`src/rtl/uaddr_seq_if.sv`:
```
// -----------------------------------------------------------------------------
// uaddr_seq_if
//
// Bundles the microsequencer's data/control signals between the branch logic /
// control-store side (master) and the sequencer itself (slave).
//
// Signals:
//   UADDR_SEQ_Tipo_InBus        [1:0]        next-address select (00 next,
//                                            01 jump, 10 decode, 11 halt)
//   UADDR_SEQ_JumpAddr_InBus    [ADDR_W-1:0] jump-address field of microword
//   UADDR_SEQ_IR_InBus          [31:0]       instruction register
//   UADDR_SEQ_MemWait_In                     memory not ready, freezes sequencing
//   UADDR_SEQ_CsAddr_OutBus     [ADDR_W-1:0] micro-PC / control-store address
//   UADDR_SEQ_Valid_Out                      current microword may commit
//   UADDR_SEQ_Halted_Out                     sequencer is halted
//   UADDR_SEQ_InstrCount_OutBus [CNT_W-1:0]  decode dispatches taken
//
// Optional (macro UADDR_SEQ_TRAP_EN):
//   UADDR_SEQ_TrapReq_In                     level-sensitive trap request
//   UADDR_SEQ_TrapAck_Out                    one-cycle trap acknowledge
// -----------------------------------------------------------------------------
interface uaddr_seq_if #(
    parameter int ADDR_W = 11,
    parameter int CNT_W  = 16
);
    logic [1:0]        UADDR_SEQ_Tipo_InBus;
    logic [ADDR_W-1:0] UADDR_SEQ_JumpAddr_InBus;
    logic [31:0]       UADDR_SEQ_IR_InBus;
    logic              UADDR_SEQ_MemWait_In;
    logic [ADDR_W-1:0] UADDR_SEQ_CsAddr_OutBus;
    logic              UADDR_SEQ_Valid_Out;
    logic              UADDR_SEQ_Halted_Out;
    logic [CNT_W-1:0]  UADDR_SEQ_InstrCount_OutBus;
`ifdef UADDR_SEQ_TRAP_EN
    logic              UADDR_SEQ_TrapReq_In;
    logic              UADDR_SEQ_TrapAck_Out;

    modport master (
        output UADDR_SEQ_Tipo_InBus,
        output UADDR_SEQ_JumpAddr_InBus,
        output UADDR_SEQ_IR_InBus,
        output UADDR_SEQ_MemWait_In,
        output UADDR_SEQ_TrapReq_In,
        input  UADDR_SEQ_CsAddr_OutBus,
        input  UADDR_SEQ_Valid_Out,
        input  UADDR_SEQ_Halted_Out,
        input  UADDR_SEQ_InstrCount_OutBus,
        input  UADDR_SEQ_TrapAck_Out
    );

    modport slave (
        input  UADDR_SEQ_Tipo_InBus,
        input  UADDR_SEQ_JumpAddr_InBus,
        input  UADDR_SEQ_IR_InBus,
        input  UADDR_SEQ_MemWait_In,
        input  UADDR_SEQ_TrapReq_In,
        output UADDR_SEQ_CsAddr_OutBus,
        output UADDR_SEQ_Valid_Out,
        output UADDR_SEQ_Halted_Out,
        output UADDR_SEQ_InstrCount_OutBus,
        output UADDR_SEQ_TrapAck_Out
    );
`else
    modport master (
        output UADDR_SEQ_Tipo_InBus,
        output UADDR_SEQ_JumpAddr_InBus,
        output UADDR_SEQ_IR_InBus,
        output UADDR_SEQ_MemWait_In,
        input  UADDR_SEQ_CsAddr_OutBus,
        input  UADDR_SEQ_Valid_Out,
        input  UADDR_SEQ_Halted_Out,
        input  UADDR_SEQ_InstrCount_OutBus
    );

    modport slave (
        input  UADDR_SEQ_Tipo_InBus,
        input  UADDR_SEQ_JumpAddr_InBus,
        input  UADDR_SEQ_IR_InBus,
        input  UADDR_SEQ_MemWait_In,
        output UADDR_SEQ_CsAddr_OutBus,
        output UADDR_SEQ_Valid_Out,
        output UADDR_SEQ_Halted_Out,
        output UADDR_SEQ_InstrCount_OutBus
    );
`endif
endinterface

```
`src/rtl/uaddr_seq.sv`:
```
// -----------------------------------------------------------------------------
// uaddr_seq
//
// Microsequencer stage sitting directly after the branch logic. It owns the
// micro-PC, forms the next control-store address from the 2-bit Tipo select,
// freezes on memory wait, stops on halt and counts decode dispatches.
//
// Ports:
//   UADDR_SEQ_CLOCK_50       in  system clock, rising-edge active
//   UADDR_SEQ_ResetInLow_In  in  asynchronous active-low reset
//   bus                      uaddr_seq_if.slave (Tipo, JumpAddr, IR, MemWait
//                            in; CsAddr, Valid, Halted, InstrCount out)
//
// Parameters:
//   ADDR_W       control-store address width (must be >= 11)
//   CNT_W        decode-dispatch counter width
//   TRAP_VECTOR  microaddress entered on a trap
//
// Optional feature macro: UADDR_SEQ_TRAP_EN
//   Adds TrapReq/TrapAck on the interface. A trap request replaces a decode
//   dispatch (or releases HALT) with a jump to TRAP_VECTOR.
//
// All outputs are registered.
// -----------------------------------------------------------------------------
module uaddr_seq #(
    parameter int                ADDR_W      = 11,
    parameter int                CNT_W       = 16,
    parameter logic [ADDR_W-1:0] TRAP_VECTOR = ADDR_W'(11'h7F0)
) (
    input  logic         UADDR_SEQ_CLOCK_50,
    input  logic         UADDR_SEQ_ResetInLow_In,
    uaddr_seq_if.slave   bus
);

    typedef enum logic [1:0] {
        BOOT  = 2'd0,
        RUN   = 2'd1,
        STALL = 2'd2,
        HALT  = 2'd3
    } seqState_t;

    localparam logic [1:0] TIPO_NEXT   = 2'b00;
    localparam logic [1:0] TIPO_JUMP   = 2'b01;
    localparam logic [1:0] TIPO_DECODE = 2'b10;
    localparam logic [1:0] TIPO_HALT   = 2'b11;

    seqState_t         state;
    logic [ADDR_W-1:0] csAddr;
    logic              valid;
    logic              halted;
    logic [CNT_W-1:0]  instrCount;
    logic              trapReq;
    logic              trapAck;

    // Decode entry point: {1, op[1:0], op3[5:0], 00}, zero-extended to the
    // address width. Entry points are four microwords apart.
    function automatic logic [ADDR_W-1:0] decodeAddr(input logic [1:0] op,
                                                     input logic [5:0] op3);
        logic [ADDR_W-1:0] a;
        a       = '0;
        a[10:0] = {1'b1, op, op3, 2'b00};
        return a;
    endfunction

    function automatic logic [ADDR_W-1:0] incAddr(input logic [ADDR_W-1:0] a);
        return a + ADDR_W'(1);
    endfunction

    function automatic logic [CNT_W-1:0] incCount(input logic [CNT_W-1:0] c);
        return c + CNT_W'(1);
    endfunction

    // IR bits outside the decode fields are not used by the sequencer.
    logic unusedIrBits;
    assign unusedIrBits = ^{bus.UADDR_SEQ_IR_InBus[29:25], bus.UADDR_SEQ_IR_InBus[18:0]};

`ifdef UADDR_SEQ_TRAP_EN
    assign trapReq                   = bus.UADDR_SEQ_TrapReq_In;
    assign bus.UADDR_SEQ_TrapAck_Out = trapAck;
`else
    // Without the trap feature the request is tied off; the vector and the
    // acknowledge register are kept so the sequencing logic stays identical.
    logic [ADDR_W-1:0] unusedTrapVector;
    logic              unusedTrapAck;
    assign trapReq          = 1'b0;
    assign unusedTrapVector = TRAP_VECTOR;
    assign unusedTrapAck    = trapAck;
`endif

    assign bus.UADDR_SEQ_CsAddr_OutBus     = csAddr;
    assign bus.UADDR_SEQ_Valid_Out         = valid;
    assign bus.UADDR_SEQ_Halted_Out        = halted;
    assign bus.UADDR_SEQ_InstrCount_OutBus = instrCount;

    always_ff @(posedge UADDR_SEQ_CLOCK_50 or negedge UADDR_SEQ_ResetInLow_In) begin
        if (!UADDR_SEQ_ResetInLow_In) begin
            state      <= BOOT;
            csAddr     <= '0;
            valid      <= 1'b0;
            halted     <= 1'b0;
            instrCount <= '0;
            trapAck    <= 1'b0;
        end else begin
            trapAck <= 1'b0;
            case (state)
                BOOT: begin
                    // One dead cycle after reset so the ROM output at
                    // address 0 is settled before the first commit.
                    state <= RUN;
                    valid <= 1'b1;
                end

                RUN, STALL: begin
                    // MemWait wins over Tipo: nothing advances, including
                    // the decode counter.
                    if (bus.UADDR_SEQ_MemWait_In) begin
                        state <= STALL;
                        valid <= 1'b0;
                    end else begin
                        case (bus.UADDR_SEQ_Tipo_InBus)
                            TIPO_NEXT: begin
                                csAddr <= incAddr(csAddr);
                                state  <= RUN;
                                valid  <= 1'b1;
                            end
                            TIPO_JUMP: begin
                                csAddr <= bus.UADDR_SEQ_JumpAddr_InBus;
                                state  <= RUN;
                                valid  <= 1'b1;
                            end
                            TIPO_DECODE: begin
                                state <= RUN;
                                valid <= 1'b1;
                                if (trapReq) begin
                                    // Trap pre-empts the dispatch; the
                                    // instruction is not counted.
                                    csAddr  <= TRAP_VECTOR;
                                    trapAck <= 1'b1;
                                end else begin
                                    csAddr     <= decodeAddr(bus.UADDR_SEQ_IR_InBus[31:30],
                                                             bus.UADDR_SEQ_IR_InBus[24:19]);
                                    instrCount <= incCount(instrCount);
                                end
                            end
                            TIPO_HALT: begin
                                state  <= HALT;
                                valid  <= 1'b0;
                                halted <= 1'b1;
                            end
                            default: begin
                                state <= RUN;
                                valid <= 1'b1;
                            end
                        endcase
                    end
                end

                HALT: begin
                    // Terminal except for a trap, which restarts sequencing
                    // at the trap vector.
                    if (trapReq) begin
                        csAddr  <= TRAP_VECTOR;
                        state   <= RUN;
                        valid   <= 1'b1;
                        halted  <= 1'b0;
                        trapAck <= 1'b1;
                    end
                end

                default: begin
                    state <= BOOT;
                    valid <= 1'b0;
                end
            endcase
        end
    end

endmodule

```
`src/flat_wrapper.sv`:
```
// flat-port wrapper written by rule: the top's interface ports become plain ports
module uaddr_seq_flat 
#(
    parameter int                ADDR_W      = 11,
    parameter int                CNT_W       = 16,
    parameter logic [ADDR_W-1:0] TRAP_VECTOR = ADDR_W'(11'h7F0)
)
  (UADDR_SEQ_CLOCK_50, UADDR_SEQ_ResetInLow_In, bus_UADDR_SEQ_Tipo_InBus, bus_UADDR_SEQ_JumpAddr_InBus, bus_UADDR_SEQ_IR_InBus, bus_UADDR_SEQ_MemWait_In, bus_UADDR_SEQ_CsAddr_OutBus, bus_UADDR_SEQ_Valid_Out, bus_UADDR_SEQ_Halted_Out, bus_UADDR_SEQ_InstrCount_OutBus);
  uaddr_seq_if #(.ADDR_W(ADDR_W), .CNT_W(CNT_W)) bus_i ();
  input  logic UADDR_SEQ_CLOCK_50;
  input  logic UADDR_SEQ_ResetInLow_In;
  input wire logic [$bits(bus_i.UADDR_SEQ_Tipo_InBus)-1:0] bus_UADDR_SEQ_Tipo_InBus;
  input wire logic [$bits(bus_i.UADDR_SEQ_JumpAddr_InBus)-1:0] bus_UADDR_SEQ_JumpAddr_InBus;
  input wire logic [$bits(bus_i.UADDR_SEQ_IR_InBus)-1:0] bus_UADDR_SEQ_IR_InBus;
  input wire logic [$bits(bus_i.UADDR_SEQ_MemWait_In)-1:0] bus_UADDR_SEQ_MemWait_In;
  output wire logic [$bits(bus_i.UADDR_SEQ_CsAddr_OutBus)-1:0] bus_UADDR_SEQ_CsAddr_OutBus;
  output wire logic [$bits(bus_i.UADDR_SEQ_Valid_Out)-1:0] bus_UADDR_SEQ_Valid_Out;
  output wire logic [$bits(bus_i.UADDR_SEQ_Halted_Out)-1:0] bus_UADDR_SEQ_Halted_Out;
  output wire logic [$bits(bus_i.UADDR_SEQ_InstrCount_OutBus)-1:0] bus_UADDR_SEQ_InstrCount_OutBus;
  assign bus_i.UADDR_SEQ_Tipo_InBus = bus_UADDR_SEQ_Tipo_InBus;
  assign bus_i.UADDR_SEQ_JumpAddr_InBus = bus_UADDR_SEQ_JumpAddr_InBus;
  assign bus_i.UADDR_SEQ_IR_InBus = bus_UADDR_SEQ_IR_InBus;
  assign bus_i.UADDR_SEQ_MemWait_In = bus_UADDR_SEQ_MemWait_In;
  assign bus_UADDR_SEQ_CsAddr_OutBus = bus_i.UADDR_SEQ_CsAddr_OutBus;
  assign bus_UADDR_SEQ_Valid_Out = bus_i.UADDR_SEQ_Valid_Out;
  assign bus_UADDR_SEQ_Halted_Out = bus_i.UADDR_SEQ_Halted_Out;
  assign bus_UADDR_SEQ_InstrCount_OutBus = bus_i.UADDR_SEQ_InstrCount_OutBus;
  uaddr_seq #(.ADDR_W(ADDR_W), .CNT_W(CNT_W), .TRAP_VECTOR(TRAP_VECTOR)) u_core (.UADDR_SEQ_CLOCK_50(UADDR_SEQ_CLOCK_50), .UADDR_SEQ_ResetInLow_In(UADDR_SEQ_ResetInLow_In), .bus(bus_i));
endmodule
```
`config.mk`:
```
export PLATFORM = sky130hd
export DESIGN_NAME = uaddr_seq_flat
export DESIGN_NICKNAME = d
export VERILOG_FILES = /design/src/rtl/uaddr_seq_if.sv /design/src/rtl/uaddr_seq.sv /design/src/flat_wrapper.sv
export SDC_FILE = /design/constraint.sdc
export NUM_CORES = 1
export LEC_CHECK = 0
export ABC_AREA = 1
export BUFFER_PORTS_ARGS = -buffer_cell sky130_fd_sc_hd__buf_4
export CAP_MARGIN = 10
export CORE_ASPECT_RATIO = 2
export CORE_MARGIN = 2
export CORE_UTILIZATION = 45
export DETAILED_ROUTE_END_ITERATION = 8
export PLACE_DENSITY = 0.8
export SLEW_MARGIN = 20
export SYNTH_ARGS = -nofsm -noshare
export SYNTH_HDL_FRONTEND = slang
export SYNTH_SLANG_ARGS = --single-unit
```
`constraint.sdc`:
```
create_clock -name UADDR_SEQ_CLOCK_50 -period 1.6 [get_ports UADDR_SEQ_CLOCK_50]
set_input_delay 0.32 -clock UADDR_SEQ_CLOCK_50 [delete_from_list [all_inputs] [get_ports UADDR_SEQ_CLOCK_50]]
set_output_delay 0.32 -clock UADDR_SEQ_CLOCK_50 [all_outputs]
set_load 0.02 [all_outputs]
```
== Word level (Yosys, flattened, before mapping) ==
Index checks and enable logic that the tools add are counted.
W data, S select, Z words.

* Bits of input ports: 48
* Output and inout port bits: 29
* Word-level logic and storage cells: 29
* Flip-flop bits (word level): 31

* Reduce and logical (&&, ||, !) cells: 8
* Multiplexer cells: 7
* Add/sub/neg operators: 2
* Equality and inequality tests: 6
* Bitwise logic cells: 1

{| class="wikitable"
|+ Operator list
! cell !! number
|-
| $pmux W11 S3 || 1
|-
| $add A16 B1 Y16 const B || 1
|-
| $add A11 B1 Y11 const B || 1
|-
| $reduce_and A3 Y1 || 3
|-
| $eq A2 B2 Y1 const B || 4
|-
| $pmux W2 S2 || 2
|-
| $eq A2 B1 Y1 const B || 2
|-
| $logic_not A2 Y1 || 2
|-
| $pmux W1 S2 || 2
|-
| $reduce_bool A3 Y1 || 1
|-
| $reduce_or A3 Y1 || 1
|-
| $mux W2 || 1
|-
| $reduce_or A2 Y1 || 1
|-
| $mux W1 || 1
|-
| $not A1 Y1 || 1
|}

== Logic depth before layout (Yosys ltp) ==
Gate-level depths: netlist of run 1.

* Depth in word-level cells: 5
* Depth in mapped cells: 9
* Depth with buffers taken out: 8

== Worst setup path before layout of run 1 ==
Ideal clock, no wire load.

* Path kind: register to register
* Start point: register u_core.state[0]
* End point: register u_core.instrCount[10], in the netlist u_core.bus.UADDR_SEQ_InstrCount_OutBus[10]
* Library setup time: 130 ps
* Data arrival time: 1,295 ps
* Path buffers: 0
* Data required time: 1,470 ps
* Period minus slack after synthesis: 1,425 ps
* Cell stages (with the launch flop): 6
* Setup slack: 175 ps
* Cell sequence: dfrtp_1 ha_1 nand4_2 nor2_4 nand3_2 xnor2_1

* Cells in the longest elaborated chain, start to end: 3
* Elaborated cells between the ends (all ways): 4
* Those cells by class: eq/ne: 2; reduce/logical: 2

{| class="wikitable"
|+ RTL lines
! element !! line !! source
|-
| from (decl) || uaddr_seq.sv:47 || <nowiki>seqState_t state;</nowiki>
|-
| from (signal assigned) || uaddr_seq.sv:97 || <nowiki>state <= BOOT;</nowiki>
|-
| from (signal assigned) || uaddr_seq.sv:109 || <nowiki>state <= RUN;</nowiki>
|-
| from (signal assigned) || uaddr_seq.sv:117 || <nowiki>state <= STALL;</nowiki>
|-
| $eq A2 B1 Y1 / $eq A2 B2 Y1 (equally long branches) || uaddr_seq.sv:105 || <nowiki>case (state)</nowiki>
|-
| $reduce_or A2 Y1 (*) || uaddr_seq.sv:105 ||
|-
| $reduce_and A3 Y1 (no line) (*) || -- ||
|-
| to (signal assigned) || uaddr_seq.sv:142 || <nowiki>instrCount <= incCount(instrCount);</nowiki>
|-
| to (decl) || uaddr_seq.sv:51 || <nowiki>logic [CNT_W-1:0] instrCount;</nowiki>
|}

Every way passes the cells marked *; elsewhere a longest branch is shown, timed or not.
A chain may end at the register's enable or synchronous reset.

== Worst setup path after layout of run 1 ==
* Start point: register u_core.state[1]
* End point: register u_core.instrCount[14], in the netlist u_core.bus.UADDR_SEQ_InstrCount_OutBus[14]

Same word-level chain as after synthesis.

==> results.py, run 1 <==
metrics = {
    "finish": {
        "multi_input_area_um2": 1017,
        "final-seq-area_um2": 775.7,
        "fill_cells": 395,
        "syn2layout_area_growth_pct": 32.53,
        "final_nets": 389,
        "antenna_cells": 0,
        "drive_gt1_frac": 0.2530,
        "final_core_util": 0.6247,
    },
    "global_routing": {
        "grt_pass1_vias": 1938,
        "grt_pass1_wl_um": 8183,
        "grt.met1_usage": 0.2122,
        "antenna_found_initial": 0,
        "grt.met3_usage": 0.03231,
        "grt-ovfl-total": 0,
        "top_usage_layer": "met2",
        "grt_max_degree": 32,
        "met2_usage": 0.4507,
        "grt_use_total": 0.2232,
    },
    "setup_path": {
        "cp-start-kind": "flip-flop",
        "endpoint_kind": "flip-flop",
        "crit_chain": "ha_4, nand4_2, nor2_4, nand4_1, nand2_1, nand2_1",
        "critPathKind": "flip-flop to flip-flop",
        "max_stage_delay_ns": 0.42,
        "crit_slowest_cell": "dfrtp_1",
        "cp.arrival_ns": 1.64,
        "worstPathMaxFanout": 4,
        "path_common_cell": "nand2_1",
        "cp.required_ns": 1.77,
    },
    "yosys": {
        "synth_cells": 269,
        "yosysSeqAreaShare": 0.4026,
        "synth_top_area_cell": "dfrtp_1",
        "synth_seq_cells": 31,
        "synthesis.area_um2": 1927,
        "ys_warn_count": 0,
        "async_reset_ff_frac": 1.000,
        "synthDistinctLibCells": 32,
        "syn_nets": 323,
        "synth.avg_cell_area_um2": 7.163,
        "yosys.area.top_type_share": 0.4026,
        "ys.flop_type": "dfrtp_1",
        "synth_edf_count": 0,
        "synthTopCellsByArea": "dfrtp_1 40%, nand2_1 16%, nor2_1 8.0%",
    },
    "clock_tree": {
        "cts_buffers": 5,
        "cts_root_buffer": "clkbuf_8",
        "cts_max_path_buffers": 2,
        "ctsHtreeMaxLevel": 2,
        "cts_tree": "built",
        "clk_pin_slew_ns": 0.07,
        "numClockSinks": 31,
        "insertion_delay_ns": 0.28,
    },
    "run_status": {
        "outcome": "complete, no violations",
    },
    "drt": {
        "viasPerCell": 4.969,
        "first_pass_iters": 4,
        "ant_nets": 0,
        "wl_per_cell_um": 12.15,
        "drt-initial-drc-count": 27,
        "drc": 0,
        "drt-total-wl_um": 4715,
        "vias": 1928,
    },
    "floorplan": {
        "die_w_um": 50.27,
        "fp-row-count": 33,
        "dieHeight_um": 96.54,
        "io-pin-count": 77,
        "core_area_um2": 4088,
        "initial_core_util": 0.4714,
        "die_area_um2": 4853,
    },
    "power": {
        "swShare": 0.4260,
        "p_seq_frac": 0.366,
        "report.power.total_mw": 3.647,
        "power_density_nw_per_um2": 1428,
        "peakVddDrop_mv": 0.8208,
        "p_sw_mw": 1.554,
        "p_clk_frac": 0.166,
        "p_comb_frac": 0.468,
        "p_int_mw": 2.093,
        "leakagePower_nw": 1.303,
    },
    "run": {
        "max_cap_violations": 0,
    },
    "timing": {
        "fin_crit_sh": 0.9188,
        "finalClockSkew_ns": 0.004765,
        "rsz0062_at_grt": "false",
        "slew_viol_final": 0,
        "setup-violations-final": 0,
        "final-hold-violation-count": 0,
        "fin_tns_setup_ns": 0,
        "worstMarginPinSlew_ns": 0.4031,
        "fin_hold_ws_ns": 0.2417,
        "period_minus_slack_ns": 1.470,
        "fmax_mhz": 680.2,
        "relSlewSlack": 0.7312,
    },
    "placed_design": {
        "place.detailed.hpwl_um": 3705,
        "gp_congestion": 0.7479,
        "port_buffers": 52,
    },
    "worst_hold_path": {
        "hold_path_class": "input pin to flip-flop",
    },
}
metal layers:
layer	part of all wire	vias up	wire, um
li1	-	982	-
met1	0.35	896	1662
met2	0.59	45	2801
met3	0.035	5	167
met4	0.018	0	84
met5	0	-	0
cell usage after synthesis, drive strengths merged (4+ instances only):
cell type and n:
inv 32, nand2 83, dfrtp 31, a21oi 14, o21ai 7, nor2 47
buf 4, ha 6, nand3 17, nand4 4, xor2 4
cells in the final DEF (no fill, tap or decap), types with 2 or more instances in the layout:
cell type and n:
nand2_1 83, ha_1 5, nor2_4 2, buf_4 61
o21bai_1 2, inv_1 29, nand3_1 15, inv_2 3
nand3b_1 2, a22oi_1 3, nor3_1 2, o21ai_1 3
nand4_1 3, o21ai_0 4, xnor2_1 3, dfrtp_1 31
clkinv_2 3, nor2_1 41, clkbuf_8 5, xor2_1 4
a21oi_1 14, nor2_2 4
final cells by class:
class                           count  area share
Sequential cell                    31      0.3038
Inverter                           33     0.04851
Clock buffer                        5     0.02695
Multi-Input combinational cell    201      0.3983
Tap cell                           52     0.02548
Clock inverter                      3    0.005879
Timing Repair Buffer               63      0.1911
critical path, delay by kind of cell, from the launching register on:
kind                     cells  cell delay [ns]
adder cells (fa/ha/maj)      1             0.32
flip-flops                   1             0.42
AND/OR/NAND/NOR              5             0.62
metrics by stage:
step | setup slack [ns] | cell area [um2] | std cells
final | 0.1299 | 2554 | 388
after global routing | 0.01485 | 2554 | 388
after CTS | 0.03609 | 2534 | 387
after detailed placement | 0.03166 | 2440 | 378
after global placement | 0.04171 | 2440 | 378
after floorplan | 0.1749 | 1927 | 269
worst paths after layout:
path                       cells past startpoint                                          to                            from  slack [ns]
max reg2reg                                    6  u_core.bus.UADDR_SEQ_InstrCount_OutBus[14]                 u_core.state[1]        0.13
min in group asynchronous                      2   u_core.bus.UADDR_SEQ_InstrCount_OutBus[6]         UADDR_SEQ_ResetInLow_In        0.51
min reg2reg                                    2              u_core.bus.UADDR_SEQ_Valid_Out  u_core.bus.UADDR_SEQ_Valid_Out        0.52
max                                            6  u_core.bus.UADDR_SEQ_InstrCount_OutBus[14]                 u_core.state[1]        0.13
min                                            2                             u_core.state[0]        bus_UADDR_SEQ_MemWait_In        0.24
max in group asynchronous                      2  u_core.bus.UADDR_SEQ_InstrCount_OutBus[10]         UADDR_SEQ_ResetInLow_In        0.79
flip-flops by register name, summed over array words and instances, names as in the netlist:
signal / flops
u_core.bus.UADDR_SEQ_Halted_Out: 1
u_core.state: 2
u_core.bus.UADDR_SEQ_CsAddr_OutBus: 11
u_core.bus.UADDR_SEQ_Valid_Out: 1
u_core.bus.UADDR_SEQ_InstrCount_OutBus: 16
cell families after synthesis:
kind of cell / count (synthesis) / share of synthesized area
AO/OA/AOI/OAI: 31 / 0.09286
XOR/XNOR: 7 / 0.03182
adder cells (fa/ha/maj): 6 / 0.03896
buffers and inverters: 37 / 0.07597
flip-flops: 31 / 0.4026
AND/OR/NAND/NOR: 157 / 0.3578
what timing repair did:
item / 4_1_cts / 5_1_grt
resized for setup: 0 / 2
endpoints found under the setup margin: 0 / 9
endpoints found under the hold margin: 31 / 0
hold buffers: 1 / 0
buffers inserted: 0 / 1
power groups by stage:
stage	logic (mW)	registers, mW	clock network, mW
after global routing	1.89	1.38	0.652
after detailed placement	1.68	1.33	0
after floorplan	0.776	1.53	0
final	1.71	1.33	0.607
after CTS	1.69	1.32	0.628
after global placement	1.64	1.33	0
Power figures use the tool's default switching activity.
==> inputs of run 2 (changes only) <==
Settings changed: BUFFER_PORTS_ARGS -buffer_cell sky130_fd_sc_hd__buf_4 to unset, DONT_BUFFER_PORTS set to 1, GPL_ROUTABILITY_DRIVEN set to 1, PLACE_DENSITY 0.8 to 0.65.
==> run 2 against run 1 <==
  * Worst setup slack lost 0.017 ns
  * First-iteration DRC count grew 11%
  * Combinational power shrank 18%
  * Clock skew grew 0.0020 ns
  * Worst hold slack lost 0.11 ns
  * Critical path depth shrank 1
  * Non-clock buffer count shrank 37
  * Via count shrank 7.9%
  * Wire length shrank 3.7%
  * Register-to-register slack lost 0.02 ns
==> results.py, run 2 (synthesized netlist as in run 1, its figures left out) <==
metrics = {
    "run_status": {
        "outcome": "complete, no violations",
    },
    "setup_path": {
        "r2r_end": "u_core.bus.UADDR_SEQ_InstrCount_OutBus[11]",
        "cp.buffers_inverters": 2,
        "cp.arrival_ns": 1.64,
        "reg2reg_depth": 5,
        "critPathKind": "flip-flop to flip-flop",
        "endpoint_kind": "flip-flop",
        "path_depth": 5,
        "cp.required_ns": 1.75,
        "reg2reg_slack_ns": 0.11,
        "worstPathMaxFanout": 7,
        "max_stage_delay_ns": 0.39,
        "critPathLaunch": "u_core.state[1]",
        "rr_startpoint": "u_core.state[1]",
        "crit_path_end": "u_core.bus.UADDR_SEQ_InstrCount_OutBus[11]",
        "crit_chain": "ha_2, nand3_4, buf_4, inv_1, o21ai_0",
        "cp-start-kind": "flip-flop",
        "crit_family": "flip-flops",
        "crit_slowest_cell": "dfrtp_1",
    },
    "floorplan": {
        "die_area_um2": 4853,
        "fp-row-count": 33,
        "dieHeight_um": 96.54,
        "initial_core_util": 0.4714,
        "core_area_um2": 4088,
        "io-pin-count": 77,
        "die_w_um": 50.27,
    },
    "timing": {
        "finalClockSkew_ns": 0.006743,
        "setup-violations-final": 0,
        "fin_hold_ws_ns": 0.1354,
        "fmax_mhz": 672.5,
        "relSlewSlack": 0.7757,
        "fin_crit_sh": 0.9294,
        "worstMarginPinSlew_ns": 0.3364,
        "fin_tns_setup_ns": 0,
        "slew_viol_final": 0,
        "final-hold-violation-count": 0,
        "rsz0062_at_grt": "false",
        "period_minus_slack_ns": 1.487,
    },
    "power": {
        "p_clk_frac": 0.177,
        "p_int_mw": 1.902,
        "swShare": 0.4406,
        "power_density_nw_per_um2": 1497,
        "p_seq_frac": 0.408,
        "leakagePower_nw": 1.133,
        "p_sw_mw": 1.498,
        "peakVddDrop_mv": 1.116,
        "p_comb_frac": 0.415,
    },
    "clock_tree": {
        "cts_max_path_buffers": 2,
        "clk_pin_slew_ns": 0.07,
        "numClockSinks": 31,
        "cts_root_buffer": "clkbuf_8",
        "cts_tree": "built",
        "ctsHtreeMaxLevel": 2,
        "insertion_delay_ns": 0.28,
        "cts_buffers": 5,
    },
    "finish": {
        "antenna_cells": 0,
        "final_core_util": 0.5559,
        "drive_gt1_frac": 0.1605,
        "final_common_cell": "nand2_1",
        "final-seq-area_um2": 775.7,
        "mostFrequentLayoutCells": "83 x nand2_1, 41 x nor2_1, 31 x dfrtp_1",
        "syn2layout_area_growth_pct": 17.92,
        "multi_input_area_um2": 1013,
        "postLayoutCellArea_um2": 2272,
        "largest_reg_flops": 16,
        "fill_cells": 393,
        "finalNonFillerCells": 351,
        "final_nets": 352,
    },
    "global_routing": {
        "grt_use_total": 0.2106,
        "grt_max_degree": 32,
        "antenna_found_initial": 0,
        "grt_pass1_vias": 1784,
        "grt-ovfl-total": 0,
        "grt_pass1_wl_um": 7728,
    },
    "drt": {
        "vias": 1776,
        "ant_nets": 0,
        "viasPerCell": 5.060,
        "wl_per_cell_um": 12.94,
        "first_pass_iters": 4,
        "drc": 0,
        "drt-initial-drc-count": 30,
        "drt-total-wl_um": 4541,
    },
    "placed_design": {
        "gp_congestion": 0.8008,
        "dpl_cell_area_um2": 2150,
        "dp.cells": 341,
        "place.detailed.hpwl_um": 3575,
        "port_buffers": 0,
    },
    "worst_hold_path": {
        "hold_path_class": "input pin to flip-flop",
    },
    "run": {
        "max_cap_violations": 0,
    },
}
==> run 2: cell types whose count changed in the layout (fill, tap and decap cells not counted) <==
cell | previous run | this run
ha_2 | 0 | 1
ha_4 | 1 | 0
buf_4 | 61 | 24
nor3_2 | 1 | 0
nor3_4 | 0 | 1
==> run 2: routing by layer <==
layer	GRT usage	vias to the layer above	wire length (um)
li1	-	905	-
met1	0.1918	816	1528
met2	0.4167	47	2698
met3	0.04615	8	212
met4	0.1088	0	102
met5	0	-	0
==> run 2: layout make-up <==
cell class | instances | share of cell area
well taps | 52 | 0.02863
clock inverters | 3 | 0.006608
repair buffers | 26 | 0.09251
clock buffers | 5 | 0.03029
multi-input cells | 201 | 0.4460
inverters | 33 | 0.05452
flip-flops and latches | 31 | 0.3414
==> run 2: worst min-delay path by stage <==
stage / from / to / depth (start not counted)
floorplan: UADDR_SEQ_ResetInLow_In / u_core.bus.UADDR_SEQ_CsAddr_OutBus[0] / 0
global placement: UADDR_SEQ_ResetInLow_In / u_core.bus.UADDR_SEQ_InstrCount_OutBus[10] / 0
detailed placement: UADDR_SEQ_ResetInLow_In / u_core.bus.UADDR_SEQ_InstrCount_OutBus[10] / 0
CTS: bus_UADDR_SEQ_MemWait_In / u_core.state[0] / 1
global route: bus_UADDR_SEQ_MemWait_In / u_core.state[0] / 1
finish: bus_UADDR_SEQ_MemWait_In / u_core.state[0] / 1
==> run 2: metrics by stage <==
step | setup slack, ns | power, mW
6_report | 0.1130 | 3.400
5_1_grt | 0.0003541 | 3.683
4_1_cts | 0.08868 | 3.435
3_5_place_dp | 0.1032 | 2.794
3_3_place_gp | 0.1199 | 2.759
2_1_floorplan | 0.1749 | 2.307
==> run 2: power by group through the flow <==
stage / Sequential, mW / Combinational, mW / Clock, mW
floorplan: 1.53 / 0.776 / 0
global placement: 1.40 / 1.35 / 0
detailed placement: 1.41 / 1.39 / 0
CTS: 1.39 / 1.42 / 0.628
global route: 1.43 / 1.60 / 0.655
finish: 1.39 / 1.41 / 0.602
==> run 2: what timing repair did <==
action	CTS	global route
setup endpoints to repair	0	3
resized for setup	0	2
hold buffers	2	0
setup buffers	0	0
endpoints found under the hold margin	31	0
